===== src/rtl/tf520_fastram.sv =====
// 68020-side Zorro II autoconfig responder and 2MB 32-bit SRAM controller; DSACK after WAITS+1 edges (RAM) or 1 edge (config).
// The cycle holds in ACK until the CPU negates AS20; an early AS20 negation abandons the cycle without DSACK.
module tf520_fastram #(
    parameter logic [15:0] MANUF_ID   = 16'h1455,
    parameter logic [7:0]  PRODUCT_ID = 8'h20,
    parameter int unsigned WAITS      = 1,
    parameter logic [7:0]  ER_TYPE    = 8'hE6
) (
    input  logic        CLKCPU,
    input  logic        RESET,
    input  logic        AS20,
    input  logic        DS20,
    input  logic        RW20,
    input  logic [2:0]  FC,
    input  logic [1:0]  SIZ,
    input  logic [23:0] A,
    input  logic [3:0]  DIN,
    output logic [3:0]  DOUT,
    output logic        DOE,
    output logic        LOCAL,
    output logic        DSACK0,
    output logic        DSACK1,
    output logic        RAMCE,
    output logic        RAMOE,
    output logic [3:0]  RAMWE
);

    typedef enum logic [1:0] {CYC_IDLE, CYC_WAIT, CYC_ACK} cyc_t;
    typedef enum logic [1:0] {AC_UNCONFIG, AC_CONFIGURED, AC_SHUTUP} ac_t;

    cyc_t       cyc_q, cyc_d;
    ac_t        ac_q, ac_d;
    ac_t        pend_q, pend_d;
    logic [2:0] base_q, base_d;
    logic [2:0] pbase_q, pbase_d;
    logic [2:0] cnt_q, cnt_d;
    logic       ram_q, ram_d;
    logic       rd_q, rd_d;

    logic       cpu_space, cfg_hit, ram_hit, ram_act, cfg_rd_ack;
    logic [7:0] rom_byte;
    logic [3:0] nib;
    logic [3:0] lane;
    logic [2:0] len, last;
    logic       unused_din;

    assign unused_din = DIN[0];

    assign cpu_space = (FC == 3'b111);
    assign cfg_hit   = !cpu_space && (A[23:16] == 8'hE8) && (ac_q == AC_UNCONFIG);
    assign ram_hit   = !cpu_space && (ac_q == AC_CONFIGURED) && (A[23:21] == base_q);
    assign LOCAL     = cfg_hit || ram_hit;

    always_ff @(posedge CLKCPU or negedge RESET) begin
        if (!RESET) begin
            cyc_q   <= CYC_IDLE;
            ac_q    <= AC_UNCONFIG;
            pend_q  <= AC_UNCONFIG;
            base_q  <= 3'b000;
            pbase_q <= 3'b000;
            cnt_q   <= 3'd0;
            ram_q   <= 1'b0;
            rd_q    <= 1'b0;
        end else begin
            cyc_q   <= cyc_d;
            ac_q    <= ac_d;
            pend_q  <= pend_d;
            base_q  <= base_d;
            pbase_q <= pbase_d;
            cnt_q   <= cnt_d;
            ram_q   <= ram_d;
            rd_q    <= rd_d;
        end
    end

    // Config writes are captured at ACK entry but only take effect when the cycle
    // ends, so LOCAL never drops while the CPU still holds AS20 on that cycle.
    always_comb begin
        cyc_d   = cyc_q;
        ac_d    = ac_q;
        pend_d  = pend_q;
        base_d  = base_q;
        pbase_d = pbase_q;
        cnt_d   = cnt_q;
        ram_d   = ram_q;
        rd_d    = rd_q;
        case (cyc_q)
            CYC_IDLE: begin
                if (!AS20 && LOCAL) begin
                    cyc_d  = CYC_WAIT;
                    ram_d  = ram_hit;
                    rd_d   = RW20;
                    cnt_d  = ram_hit ? 3'(WAITS) : 3'd0;
                    pend_d = AC_UNCONFIG;
                end
            end
            CYC_WAIT: begin
                if (AS20) begin
                    cyc_d = CYC_IDLE;
                end else if (cnt_q == 3'd0) begin
                    cyc_d = CYC_ACK;
                    if (!ram_q && !rd_q) begin
                        if (A[15:0] == 16'h0048) begin
                            pend_d  = AC_CONFIGURED;
                            pbase_d = DIN[3:1];
                        end else if (A[15:0] == 16'h004C) begin
                            pend_d = AC_SHUTUP;
                        end
                    end
                end else begin
                    cnt_d = cnt_q - 3'd1;
                end
            end
            CYC_ACK: begin
                if (AS20) begin
                    cyc_d  = CYC_IDLE;
                    pend_d = AC_UNCONFIG;
                    if (pend_q != AC_UNCONFIG && ac_q == AC_UNCONFIG) begin
                        ac_d = pend_q;
                        if (pend_q == AC_CONFIGURED) base_d = pbase_q;
                    end
                end
            end
            default: cyc_d = CYC_IDLE;
        endcase
    end

    // Config ROM: one byte per 4-byte slot, high nibble at A[1]=0, inverted past $00.
    always_comb begin
        case (A[6:2])
            5'd0:    rom_byte = ER_TYPE;
            5'd1:    rom_byte = PRODUCT_ID;
            5'd4:    rom_byte = MANUF_ID[15:8];
            5'd5:    rom_byte = MANUF_ID[7:0];
            default: rom_byte = 8'h00;
        endcase
        nib = A[1] ? rom_byte[3:0] : rom_byte[7:4];
        if (A[6:2] != 5'd0) nib = ~nib;
    end

    always_comb begin
        len  = (SIZ == 2'b00) ? 3'd4 : {1'b0, SIZ};
        last = {1'b0, A[1:0]} + len - 3'd1;
        lane = 4'b0000;
        for (int o = 0; o < 4; o++) begin
            lane[3-o] = (3'(o) >= {1'b0, A[1:0]}) && (3'(o) <= last);
        end
    end

    assign ram_act    = (cyc_q != CYC_IDLE) && ram_q;
    assign cfg_rd_ack = (cyc_q == CYC_ACK) && !ram_q && rd_q;

    assign RAMCE  = !ram_act;
    assign RAMOE  = !(ram_act && RW20);
    assign RAMWE  = ~({4{ram_act && !RW20 && !DS20}} & lane);
    assign DSACK1 = !(cyc_q == CYC_ACK);
    assign DSACK0 = !((cyc_q == CYC_ACK) && ram_q);
    assign DOE    = cfg_rd_ack;
    assign DOUT   = cfg_rd_ack ? nib : 4'h0;

endmodule


===== config.mk =====
export PLATFORM = sky130hd
export DESIGN_NAME = tf520_fastram
export DESIGN_NICKNAME = d
export VERILOG_FILES = /design/src/rtl/tf520_fastram.sv
export SDC_FILE = /design/constraint.sdc
export NUM_CORES = 1
export LEC_CHECK = 0
export CORE_UTILIZATION = 25
export CTS_BUF_LIST = sky130_fd_sc_hd__clkbuf_16
export DETAILED_ROUTE_END_ITERATION = 10
export HOLD_SLACK_MARGIN = 0.06
export SLEW_MARGIN = 30
export SYNTH_ARGS = -nofsm -noshare
export SYNTH_HDL_FRONTEND = slang
export SYNTH_SLANG_ARGS = --single-unit

===== constraint.sdc =====
create_clock -name CLKCPU -period 2.6 [get_ports CLKCPU]
set_input_delay 0.26 -clock CLKCPU [delete_from_list [all_inputs] [get_ports CLKCPU]]
set_output_delay 0.26 -clock CLKCPU [all_outputs]
set_load 0.02 [all_outputs]

# After elaboration in Yosys (flattened, before gate mapping)
# Cells that the tools add are included.
[totals]
reg_bits = 17
input_bits = 38
output_inout_bits = 14
elab_cells = 109
[op_classes]
addsub = 3
n_lt_le_gt_ge = 7
n_eq_ne = 20
mux = 22
bitwise = 4
reduce_logical = 45
[ops]
columns = ["op", "n"]
rows = [
  ["== test 16 x 7 -> 1 bit (second input constant)", 2],
  ["case mux 8 bit (4 select lines)", 1],
  ["2-to-1 mux 2 bit", 10],
  ["logical AND 1 bit", 17],
  ["2-to-1 mux 3 bit", 4],
  ["2-to-1 mux 4 bit", 3],
  ["inequality test 2 bit (second input constant)", 6],
  ["case mux 2 bit (3 select lines)", 2],
  ["== test 5 x 3 -> 1 bit (second input constant)", 2],
  ["zero test 1 bit", 10],
  ["== test 8 bit (second input constant)", 1],
  ["NOT 4 bit", 2],
  ["AND reduction 4 bit", 2],
  ["AND reduction 7 bit", 1],
  ["== test 2 x 1 -> 1 bit (second input constant)", 3],
  ["<= comparator 1 x 3 -> 1 bit (first input constant)", 2],
  ["<= comparator 2 x 3 -> 1 bit (first input constant)", 2],
  ["zero test 2 bit", 3],
  ["inequality test 3 bit (second input constant)", 2],
  ["case mux 3 bit (2 select lines)", 1],
  ["AND reduction 3 bit", 2],
  ["nonzero test 2 bit", 3],
  ["subtractor 3 x 1 -> 3 bit (second input constant)", 2],
  ["== test 5 x 1 -> 1 bit (second input constant)", 1],
  ["16 further kinds", 17],
]

# Logic depth before layout (Yosys ltp)
[logic_depth]
depth_word = 8
mapped_depth = 9
mapped_depth_nobuf = 9

# Least setup slack after synthesis
# No wires, ideal clock.
[synth_timing]
path_kind = "register to output"
start = "reg cyc_q[0]"
end = "out RAMWE[3]"
arrival_ps = 1601
required_ps = 2340
setup_slack_ps = 739
stages_incl_launch_ff = 5
n_path_buf = 1
path_cell_list = "dfrtp_1 > buf_2 > o21ai_0 > or3_1 > or3_1"
[synth_between]
elab_chain_len = 6
[synth_lines]
columns = ["item", "line", "source"]
rows = [
  ["start, declared", "31", "cyc_t cyc_q, cyc_d;"],
  ["start signal, assigned", "65", "cyc_q <= cyc_d;"],
  ["nonzero test 2 bit", "150", "assign ram_act = (cyc_q != CYC_IDLE) && ram_q;"],
  ["logical AND 1 bit", "150", ""],
  ["logical AND 1 bit (2 in series)", "155", "assign RAMWE = ~({4{ram_act && !RW20 && !DS20}} & lane);"],
  ["bitwise AND 4 bit", "155", ""],
  ["NOT 4 bit", "155", ""],
  ["end, declared", "25", "output logic [3:0] RAMWE"],
]
# No other way between the ends.

# Worst setup path in the final report
[layout_timing]
start = "in A[1]"
end = "out RAMWE[0]"
[layout_between]
elab_chain_len = 5
[layout_lines]
columns = ["item", "line", "source"]
rows = [
  ["start, declared", "16", "input logic [23:0] A,"],
  ["adder 2 x 3 -> 3 bit", "143", "last = {1'b0, A[1:0]} + len - 3'd1;"],
  ["subtractor 3 x 1 -> 3 bit", "143", ""],
  ["<= comparator 2 x 3 -> 1 bit", "146", "lane[3-o] = (3'(o) >= {1'b0, A[1:0]}) && (3'(o) <= last);"],
  ["bitwise AND 4 bit", "155", ""],
  ["NOT 4 bit", "155", ""],
]
# No other way between the ends.

==> flow_summary.json <==
{
  "gr-total-overflow": 0,
  "place_ws_ns": -0.246,
  "r2r_end": "pbase_q[2]",
  "p_leak_nw": 0.839,
  "final_cell_mix": "clkdlybuf4s50_1 (47), dfrtp_1 (17), inv_1 (14)",
  "fp.dieArea_um2": 4970,
  "firstDrtPassIters": 7,
  "synth_flop_cell": "dfrtp_1",
  "cap_violations": 0,
  "critPathCaptureType": "output pin",
  "core_um2": 4440,
  "syn_nets": 175,
  "synth.avg_cell_area_um2": 8.89,
  "area_growth_syn_to_layout_pct": 60.1,
  "cts_tree": "built",
  "required_ns": 2.34,
  "grt_max_degree": 18,
  "die_width_um": 70.5,
  "synthTopCellsByArea": "dfrtp_1 (36%), ha_1 (5.3%), inv_1 (4.2%)",
  "grt_pass1_vias": 1151,
  "r2r_start": "cnt_q[0]",
  "placed_cell_area_um2": 1800,
  "grt_pass1_wl_mm": 5.10,
  "cts_sinks": 17,
  "cts_buffers": 3,
  "dieHeight_um": 70.5,
  "drcViolationCount": 14,
  "cts-root-buf": "clkbuf_16",
  "rsz0062_at_grt": "false",
  "final_area_um2": 1880,
  "antenna_found_initial": 0,
  "power.density_nw_per_um2": 388,
  "syn_inst": 132,
  "hold_class": "in -> async",
  "slew_viol_final": 0,
  "cts_hold_buf": 0,
  "path_max_fanout": 2,
  "diodes": 0,
  "min_period_ns": 2.46,
  "post_cts_buffers": 0,
  "period_share_pct": 94.7,
  "port_buffers": 50,
  "startpoint_type": "primary input",
  "yosys_warnings": 0,
  "status": "complete, but fails checks",
  "start_util_pct": 26.4,
  "r2r_cells": 7,
  "vias": 1160,
  "drive_gt1_share_pct": 15.0,
  "setup-violations-final": 0,
  "finalPower_mw": 0.730,
  "max_slew_margin_pct": 47.7,
  "cp_data_arrival_time_ns": 2.20,
  "finalHoldViolCount": 0,
  "ant_nets": 0,
  "syn_area_um2": 1170,
  "vias_per_cell": 4.73,
  "ys_types": 43,
  "ys_ff_latch": 17,
  "worst_pin_slew_ns": 0.782,
  "final_common_cell": "clkdlybuf4s50_1",
  "place_hpwl_mm": 2.50,
  "grt_usage_pct": 12.8,
  "cts_max_level": 1,
  "wl_per_cell_um": 12.5,
  "drtIter0Drc": 62,
  "crit_start": "A[1]",
  "gp_congestion": 0.754,
  "critPathKind": "in -> out",
  "cts.path.max_buffers": 2,
  "fin_ws_ns": 0.137,
  "ys_async_sr_fraction_pct": 100,
  "clkTransAtPathRegs_ns": 0.05,
  "synth-edff-count": 0,
  "finClkSkew_ns": 0.00254,
  "insertion_delay_ns": 0.25,
  "fin_nets": 237,
  "violations": "DRC",
  "endpoint": "RAMWE[0]",
  "yosysTopAreaCell": "dfrtp_1",
  "timing.fmax_ghz": 0.406,
  "yosysTopAreaCellShare_pct": 36.2,
  "io_pins": 52,
  "ir_drop_uv": 212,
  "worst-r2r-setup-slack_ns": 0.66,
  "ys_seq_area_share_pct": 36.2,
  "rows": 24,
  "tns_ns": 0,
  "drt_wl_total_mm": 3.05,
  "fin_util_pct": 42.3
}
==> what timing repair did <==
| action | CTS | global route |
|---|---|---|
| endpoints found under the hold margin | 0 | 0 |
| setup endpoints to repair | 3 | 2 |
| pin swaps | 1 | 0 |
| resized for setup | 6 | 5 |
==> per-stage QoR <==
stage	hold slack [ns]	std cells
4_1_cts	0.506	245
2_1_floorplan	-0.0356	132
6_report	0.472	245
3_5_place_dp	0.495	241
3_3_place_gp	0.489	241
5_1_grt	0.526	245
==> routing by layer <==
layer | track usage [%] | vias up | share of wire, %
met2 | 20.2 | 44 | 43
li1 | - | 592 | -
met1 | 17.9 | 522 | 47
met4 | 4.08 | 0 | 0.95
met5 | 0 | - | 0
met3 | 2.16 | 2 | 9.1
==> state kept, by name, summed over array words and instances, names as in the netlist <==
name,flops
rd_q,1
cnt_q,3
base_q,3
ram_q,1
pbase_q,3
pend_q,2
cyc_q,2
ac_q,2
==> cell families after synthesis <==
logic type,Yosys count,synth area share [%]
AO/OA/AOI/OAI,27,14.6
XOR/XNOR,5,3.73
adder cells (fa/ha/maj),5,5.33
buffers and inverters,16,5.33
flip-flops,17,36.2
multiplexers,7,7.68
AND/OR/NAND/NOR,55,27.1
==> area by class of cell <==
type / instances / area [um^2]
Fill cell: 469 / 2560
Multi-Input combinational cell: 99 / 701
Timing Repair Buffer: 59 / 557
Sequential cell: 17 / 425
Clock buffer: 3 / 75.1
Tap cell: 52 / 65.1
Inverter: 14 / 52.6
Clock inverter: 1 / 3.75
==> critical path: stages <==
cell             delay (ns)
clkdlybuf4s50_1        0.47
inv_1                  0.07
ha_1                   0.27
inv_1                  0.04
ha_1                   0.21
xnor2_2                0.15
xnor2_2                0.14
buf_4                  0.13
o21bai_1               0.11
dlygate4sd2_1          0.34
==> power by group <==
group	switching [mW]	leakage, nW	total (mW)	internal [mW]
clock network	0.102	0.0423	0.306	0.204
logic	0.0559	0.567	0.142	0.0858
registers	0.00753	0.229	0.282	0.274
==> how the worst min path moves through the flow <==
stage                 endpoint  slack, ns  cells past startpoint
floorplan              ac_q[0]      -0.04                      0
detailed placement   base_q[1]       0.49                      1
CTS                 pbase_q[2]       0.51                      1
finish              pbase_q[2]       0.47                      1
global placement     base_q[2]       0.49                      1
global route         base_q[1]       0.53                      1
==> cells in the mapped netlist (2+ instances only) <==
master,number
a21oi_1,6
a31oi_1,2
dfrtp_1,17
ha_1,5
inv_1,13
mux2_2,4
mux2_4,3
nand2_1,11
nand2b_1,3
nand3_1,5
nand3b_1,3
nor2_1,9
nor3_1,5
nor4_1,2
nor4b_1,3
o211ai_1,2
o21ai_0,7
o21bai_1,2
o22ai_1,2
or3_1,2
xnor2_1,2
xor2_1,3
Power figures use the tool's default switching activity.
